--- config.mk ---
export PLATFORM = sky130hd
export DESIGN_NAME = fetch_unit
export DESIGN_NICKNAME = d
export VERILOG_FILES = /design/src/rtl/fetch_pkg.sv /design/src/rtl/fetch_if.sv /design/src/rtl/pc_reg.sv /design/src/rtl/fetch_unit.sv
export SDC_FILE = /design/constraint.sdc
export NUM_CORES = 1
export LEC_CHECK = 0
export CAP_MARGIN = 5
export CORE_AREA = 10 10 82 84
export DETAILED_ROUTE_END_ITERATION = 7
export DIE_AREA = 0 0 92 94
export PLACE_DENSITY = 0.83
export SYNTH_ARGS = -nofsm -noshare
export SYNTH_HDL_FRONTEND = slang
export SYNTH_SLANG_ARGS = --single-unit
export TNS_END_PERCENT = 5
--- constraint.sdc ---
create_clock -name clk -period 2.74 [get_ports clk]
set_input_delay 0.274 -clock clk [delete_from_list [all_inputs] [get_ports clk]]
set_output_delay 0.274 -clock clk [all_outputs]
set_load 0.1 [all_outputs]
--- src/rtl/fetch_pkg.sv ---
// Shared constants and state encoding for the instruction fetch stage.
package fetch_pkg;

   localparam int DEFAULT_DATA_WIDTH    = 20;
   localparam int DEFAULT_ADDRESS_WIDTH = 8;

   // The opcode occupies the top OPCODE_WIDTH bits of every instruction word.
   localparam int          OPCODE_WIDTH = 4;
   localparam logic [3:0]  HALT_OPCODE  = 4'hF;

   typedef enum logic [1:0] {
      ST_START  = 2'd0,
      ST_RUN    = 2'd1,
      ST_HALTED = 2'd2
   } fetch_state_t;

endpackage

--- src/rtl/fetch_if.sv ---
// Program-counter control channel between the fetch controller and pc_reg.
// Handshake: no valid/ready; load and inc are single-cycle strobes, load wins over inc,
// pc is the registered PC and always reflects the current fetch address.
interface fetch_if #(
   parameter int AW = 8
) ();
   logic          inc;
   logic          load;
   logic [AW-1:0] target;
   logic [AW-1:0] pc;

   modport master (output inc, output load, output target, input pc);
   modport slave  (input inc, input load, input target, output pc);
endinterface

--- src/rtl/pc_reg.sv ---
// Program counter with redirect / increment / hold selection.
module pc_reg #(
   parameter int AW = 8
) (
   input  logic    clk,
   input  logic    rst,
   fetch_if.slave  bus
);

   logic [AW-1:0] pc_d;
   logic [AW-1:0] pc_q;

   // Increment wraps naturally modulo 2^AW.
   always_comb begin
      pc_d = pc_q;
      if (bus.load) begin
         pc_d = bus.target;
      end else if (bus.inc) begin
         pc_d = pc_q + AW'(1);
      end
   end

   always_ff @(posedge clk or posedge rst) begin
      if (rst) begin
         pc_q <= '0;
      end else begin
         pc_q <= pc_d;
      end
   end

   assign bus.pc = pc_q;

endmodule

--- src/rtl/fetch_unit.sv ---
// Single-issue instruction fetch stage with IF/ID register and saturating issue counter.
// Optional halt detection is enabled by defining FETCH_HALT_EN.
module fetch_unit
   import fetch_pkg::*;
#(
   parameter int DATA_WIDTH    = DEFAULT_DATA_WIDTH,
   parameter int ADDRESS_WIDTH = DEFAULT_ADDRESS_WIDTH
) (
   input  logic                     clk,
   input  logic                     rst,
   output logic [ADDRESS_WIDTH-1:0] imem_addr,
   input  logic [DATA_WIDTH-1:0]    imem_instr,
   input  logic                     stall,
   input  logic                     branch_taken,
   input  logic [ADDRESS_WIDTH-1:0] branch_target,
   output logic [DATA_WIDTH-1:0]    if_instr,
   output logic [ADDRESS_WIDTH-1:0] if_pc,
   output logic                     if_valid,
   output logic [15:0]              fetch_count,
   output logic [1:0]               dbg_state
);

   localparam logic [1:0] START  = ST_START;
   localparam logic [1:0] RUN    = ST_RUN;
   localparam logic [1:0] HALTED = ST_HALTED;

   logic [1:0]               state_d,  state_q;
   logic [DATA_WIDTH-1:0]    instr_d,  instr_q;
   logic [ADDRESS_WIDTH-1:0] ipc_d,    ipc_q;
   logic                     valid_d,  valid_q;
   logic [15:0]              count_d,  count_q;
   logic                     pc_inc;
   logic                     pc_load;
   logic                     halt_pending;

   fetch_if #(.AW(ADDRESS_WIDTH)) pc_bus ();

   pc_reg #(.AW(ADDRESS_WIDTH)) u_pc_reg (
      .clk (clk),
      .rst (rst),
      .bus (pc_bus)
   );

   assign pc_bus.inc    = pc_inc;
   assign pc_bus.load   = pc_load;
   assign pc_bus.target = branch_target;
   assign imem_addr     = pc_bus.pc;

   // A halt instruction is acted on once it has been presented downstream.
`ifdef FETCH_HALT_EN
   assign halt_pending = valid_q &&
                         (instr_q[DATA_WIDTH-1 -: OPCODE_WIDTH] == HALT_OPCODE);
`else
   assign halt_pending = 1'b0;
`endif

   always_comb begin
      state_d = state_q;
      instr_d = instr_q;
      ipc_d   = ipc_q;
      valid_d = valid_q;
      count_d = count_q;
      pc_inc  = 1'b0;
      pc_load = 1'b0;
      case (state_q)
         START: begin
            valid_d = 1'b0;
            state_d = RUN;
         end
         RUN: begin
            if (branch_taken) begin
               pc_load = 1'b1;
               valid_d = 1'b0;
            end else if (stall) begin
               valid_d = valid_q;
            end else if (halt_pending) begin
               valid_d = 1'b0;
               state_d = HALTED;
            end else begin
               instr_d = imem_instr;
               ipc_d   = pc_bus.pc;
               valid_d = 1'b1;
               pc_inc  = 1'b1;
               if (count_q != 16'hFFFF) begin
                  count_d = count_q + 16'd1;
               end
            end
         end
         HALTED: begin
            valid_d = 1'b0;
            if (branch_taken) begin
               pc_load = 1'b1;
               state_d = RUN;
            end
         end
         default: begin
            valid_d = 1'b0;
            state_d = START;
         end
      endcase
   end

   always_ff @(posedge clk or posedge rst) begin
      if (rst) begin
         state_q <= START;
         instr_q <= '0;
         ipc_q   <= '0;
         valid_q <= 1'b0;
         count_q <= '0;
      end else begin
         state_q <= state_d;
         instr_q <= instr_d;
         ipc_q   <= ipc_d;
         valid_q <= valid_d;
         count_q <= count_d;
      end
   end

   assign if_instr    = instr_q;
   assign if_pc       = ipc_q;
   assign if_valid    = valid_q;
   assign fetch_count = count_q;
   assign dbg_state   = state_q;

endmodule

==> results.tsv <==
stage	metric	value	unit
power_and_ir_drop	P per Cell Area	923	nW/um^2
clock_network	CTS tree	yes	
critical_path	max incr delay on CP	0.49	ns
critical_path	minimum setup slack among reg-to-reg paths	0.72	ns
die	die extent in y	94	microns
routing	vias per inst	4.93	
synth	Synth Cell Area	2370	sq um
critical_path	Worst EP arrival	2.21	ns
critical_path	critical path class	register to register	
grt	first-pass GRT wire length	10100	microns
grt	total gr overflow	0	
synth	yosys warns	0	
clock_network	CTS Root Cell	clkbuf_8	
synth	Seq/Total Area, Yosys	57.1	%
layout	layout cells sized above 1	23.5	%
layout	fin nets	362	
grt	largest net degree at the start of global routing	37	
clock_network	CTS HTree Levels	2	
clock_network	clk_lat worst skew	0.31	ns
timing	final-report hold violation count	0	
layout	antenna fix cells	0	
die	area of the core	5070	sq um
power_and_ir_drop	peak supply drop	575	uV
critical_path	crit-path leading delay family	simple AND/OR/NAND/NOR gates	
timing	setup total negative slack	0	ns
layout	Fillers	449	
place	placed inst area	3160	sq um
flow_run	max_cap viols	0	
die	Initial Util	46.6	%
clock_network	CTS clock-pin slew for the worst setup and hold paths	0.09	ns
timing	Fin Clk Skew	0.0106	ns
die	Die Area	8650	sq um
clock_network	setup bufs post-CTS	0	
timing	Max transition margin	61.7	%
timing	Slew Limit Fails	0	
routing	Routed Antenna Nets	0	
die	IO Count	87	
worst_hold_path	worst hold path type	primary input to async pin	
timing	Worst-Margin Slew	0.572	ns
grt	GRT Util Overall	14.2	%
clock_network	CTS buffer count	5	
critical_path	FF-to-FF End	fetch_count[1]	
critical_path	crit path cell chain	ha_1, nand4_1, nor4_2, nor2_1, mux2_1	
run_status	outcome	complete, no violations	
timing	RSZ-0062 raised after global routing	false	
timing	part of the cycle the worst path needs	73.7	%
synth	number of synthesized register bits	54	
layout	number of flip-flops under the largest register name	20	
place	gpl congestion	0.742	
grt	number of global-route vias before repair	2086	
routing	via count	1961	
clock_network	CTS Hold Bufs	0	
routing	drt pass-1 iters	4	
clock_network	worst-case clock buffer depth	2	
layout	Post-Layout Inst Area	3280	sq um
critical_path	Worst setup SP type	register	
critical_path	CP max stage cell	nor4_2	
place	port bufs	85	
timing	Setup violations, final	0	
routing	Iter 0 DRT Violations	70	
critical_path	FF-to-FF Start	fetch_count[0]	
timing	Tmin final	2.02	ns
synth	Synth top area share	57.1	%
critical_path	CP Buf/Inv Count	0	
synth	synth top area cells	dfrtp_1, nand2_1, xor2_1, nand4_1, nor4_2	
critical_path	R2R cell count	5	
grt	initial antenna violation count	0	
synth	dominant cell type by area after synthesis	dfrtp_1	
clock_network	Sink Count	54	
power_and_ir_drop	Lkg Pwr	1.64	nW
die	die boundary width	92	microns
critical_path	critical path capture point type	register	
critical_path	CP Max Fanout	6	
place	post-DP HPWL	4580	microns
die	Rows	26	
synth	net count after synthesis	275	
layout	commonest cells after routing, fill and taps aside	nand2_1, buf_4, dfrtp_1, clkdlybuf4s50_1, xor2_1	
layout	Area Overhead vs Synth	38.4	%
power_and_ir_drop	Power, Total	3.02	mW
timing	f_max	495	MHz
routing	total wire length	6070	microns
synth	Yosys cell types	33	
layout	commonest non-fill, non-tap cell in the layout	nand2_1	
critical_path	Worst Path Required	2.93	ns
synth	Syn Inst Count	241	
routing	DRC Markers	0	
routing	drt wl/cell	15.3	microns
clock_network	post_cts resized	0	
synth	Avg Cell Area, Syn	9.82	sq um
==> cell families (layout without fill, tap and decap cells) <==
| logic type | count (synthesis) | in the layout | synth area share, % |
|---|---|---|---|
| and+or+nand+nor | 141 | 141 | 28.7 |
| DFF | 54 | 54 | 57.1 |
| xor gates and xnor gates | 21 | 21 | 7.77 |
| buffers and inverters | 11 | 98 | 2.27 |
| AOI/OAI and AO/OA | 9 | 9 | 2.33 |
| adders and majority gates | 2 | 2 | 1.06 |
| other | 2 | 2 | 0.317 |
| muxes | 1 | 1 | 0.476 |
==> worst max-delay path by stage <==
stage	start	endpoint	depth (start not counted)
floorplan	fetch_count[0]	fetch_count[1]	5
global placement	branch_taken	fetch_count[9]	5
detailed placement	branch_taken	fetch_count[9]	5
CTS	fetch_count[0]	fetch_count[1]	5
global route	fetch_count[0]	fetch_count[1]	5
finish	fetch_count[0]	fetch_count[1]	5
==> metal layers <==
layer  vias to the layer above  GRT usage [%]  share of wire, %
met5                         -              0                 0
met4                         0           3.73              0.97
met3                         6           7.51                10
met2                        62           23.6                48
met1                       930           15.7                41
li1                        963              -                 -
==> worst register-to-register path, stage by stage (launching register included) <==
cell and delay, ns:
dfrtp_1 0.42, ha_1 0.22, nand4_1 0.29, nor4_2 0.49
nor2_1 0.15, mux2_1 0.34
==> final cells by class <==
class / instances / area [sq um] / area share (%)
sequential: 54 / 1350 / 41.3
multi-input combinational: 176 / 967 / 29.5
timing repair buffer: 90 / 753 / 23.0
tap: 70 / 87.6 / 2.67
clock buffer: 6 / 82.6 / 2.52
clock inverter: 1 / 30.0 / 0.917
inverter: 1 / 3.75 / 0.115
==> synth_stat cells <==
master     count
a21oi_1        7
a32oi_1        1
and3_1         1
and4_1         1
buf_1          1
buf_2          1
buf_4          1
buf_6          1
clkbuf_1       6
conb_1         2
dfrtp_1       54
ha_1           2
inv_1          1
mux2_1         1
nand2_1       91
nand3_1        6
nand4_1        8
nand4bb_1      1
nor2_1        10
nor2b_1        1
nor3_1         4
nor3_2         1
nor3b_1        3
nor4_1         4
nor4_2         4
nor4b_1        1
nor4b_2        2
o221a_2        1
or2_1          1
or2_2          1
or3b_1         1
xnor2_1        3
xor2_1        18
==> report_power, final <==
part,switching [mW],leakage [nW],internal (mW)
combinational,1.15,0.907,0.289
sequential,0.121,0.678,0.923
clock,0.252,0.0573,0.293
total,1.52,1.64,1.51
==> per-stage QoR <==
stage | std cells | hold slack [ns] | util [%] | setup slack, ns
3_5_place_dp | 391 | 0.464 | 62.3 | 0.534
6_report | 398 | 0.232 | 64.5 | 0.720
5_1_grt | 398 | 0.244 | 64.5 | 0.518
3_3_place_gp | 391 | 0.459 | 62.3 | 0.588
4_1_cts | 398 | 0.237 | 64.5 | 0.727
2_1_floorplan | 241 | 0.344 | - | 0.319
No activity file was read; power rests on OpenSTA's default activity.
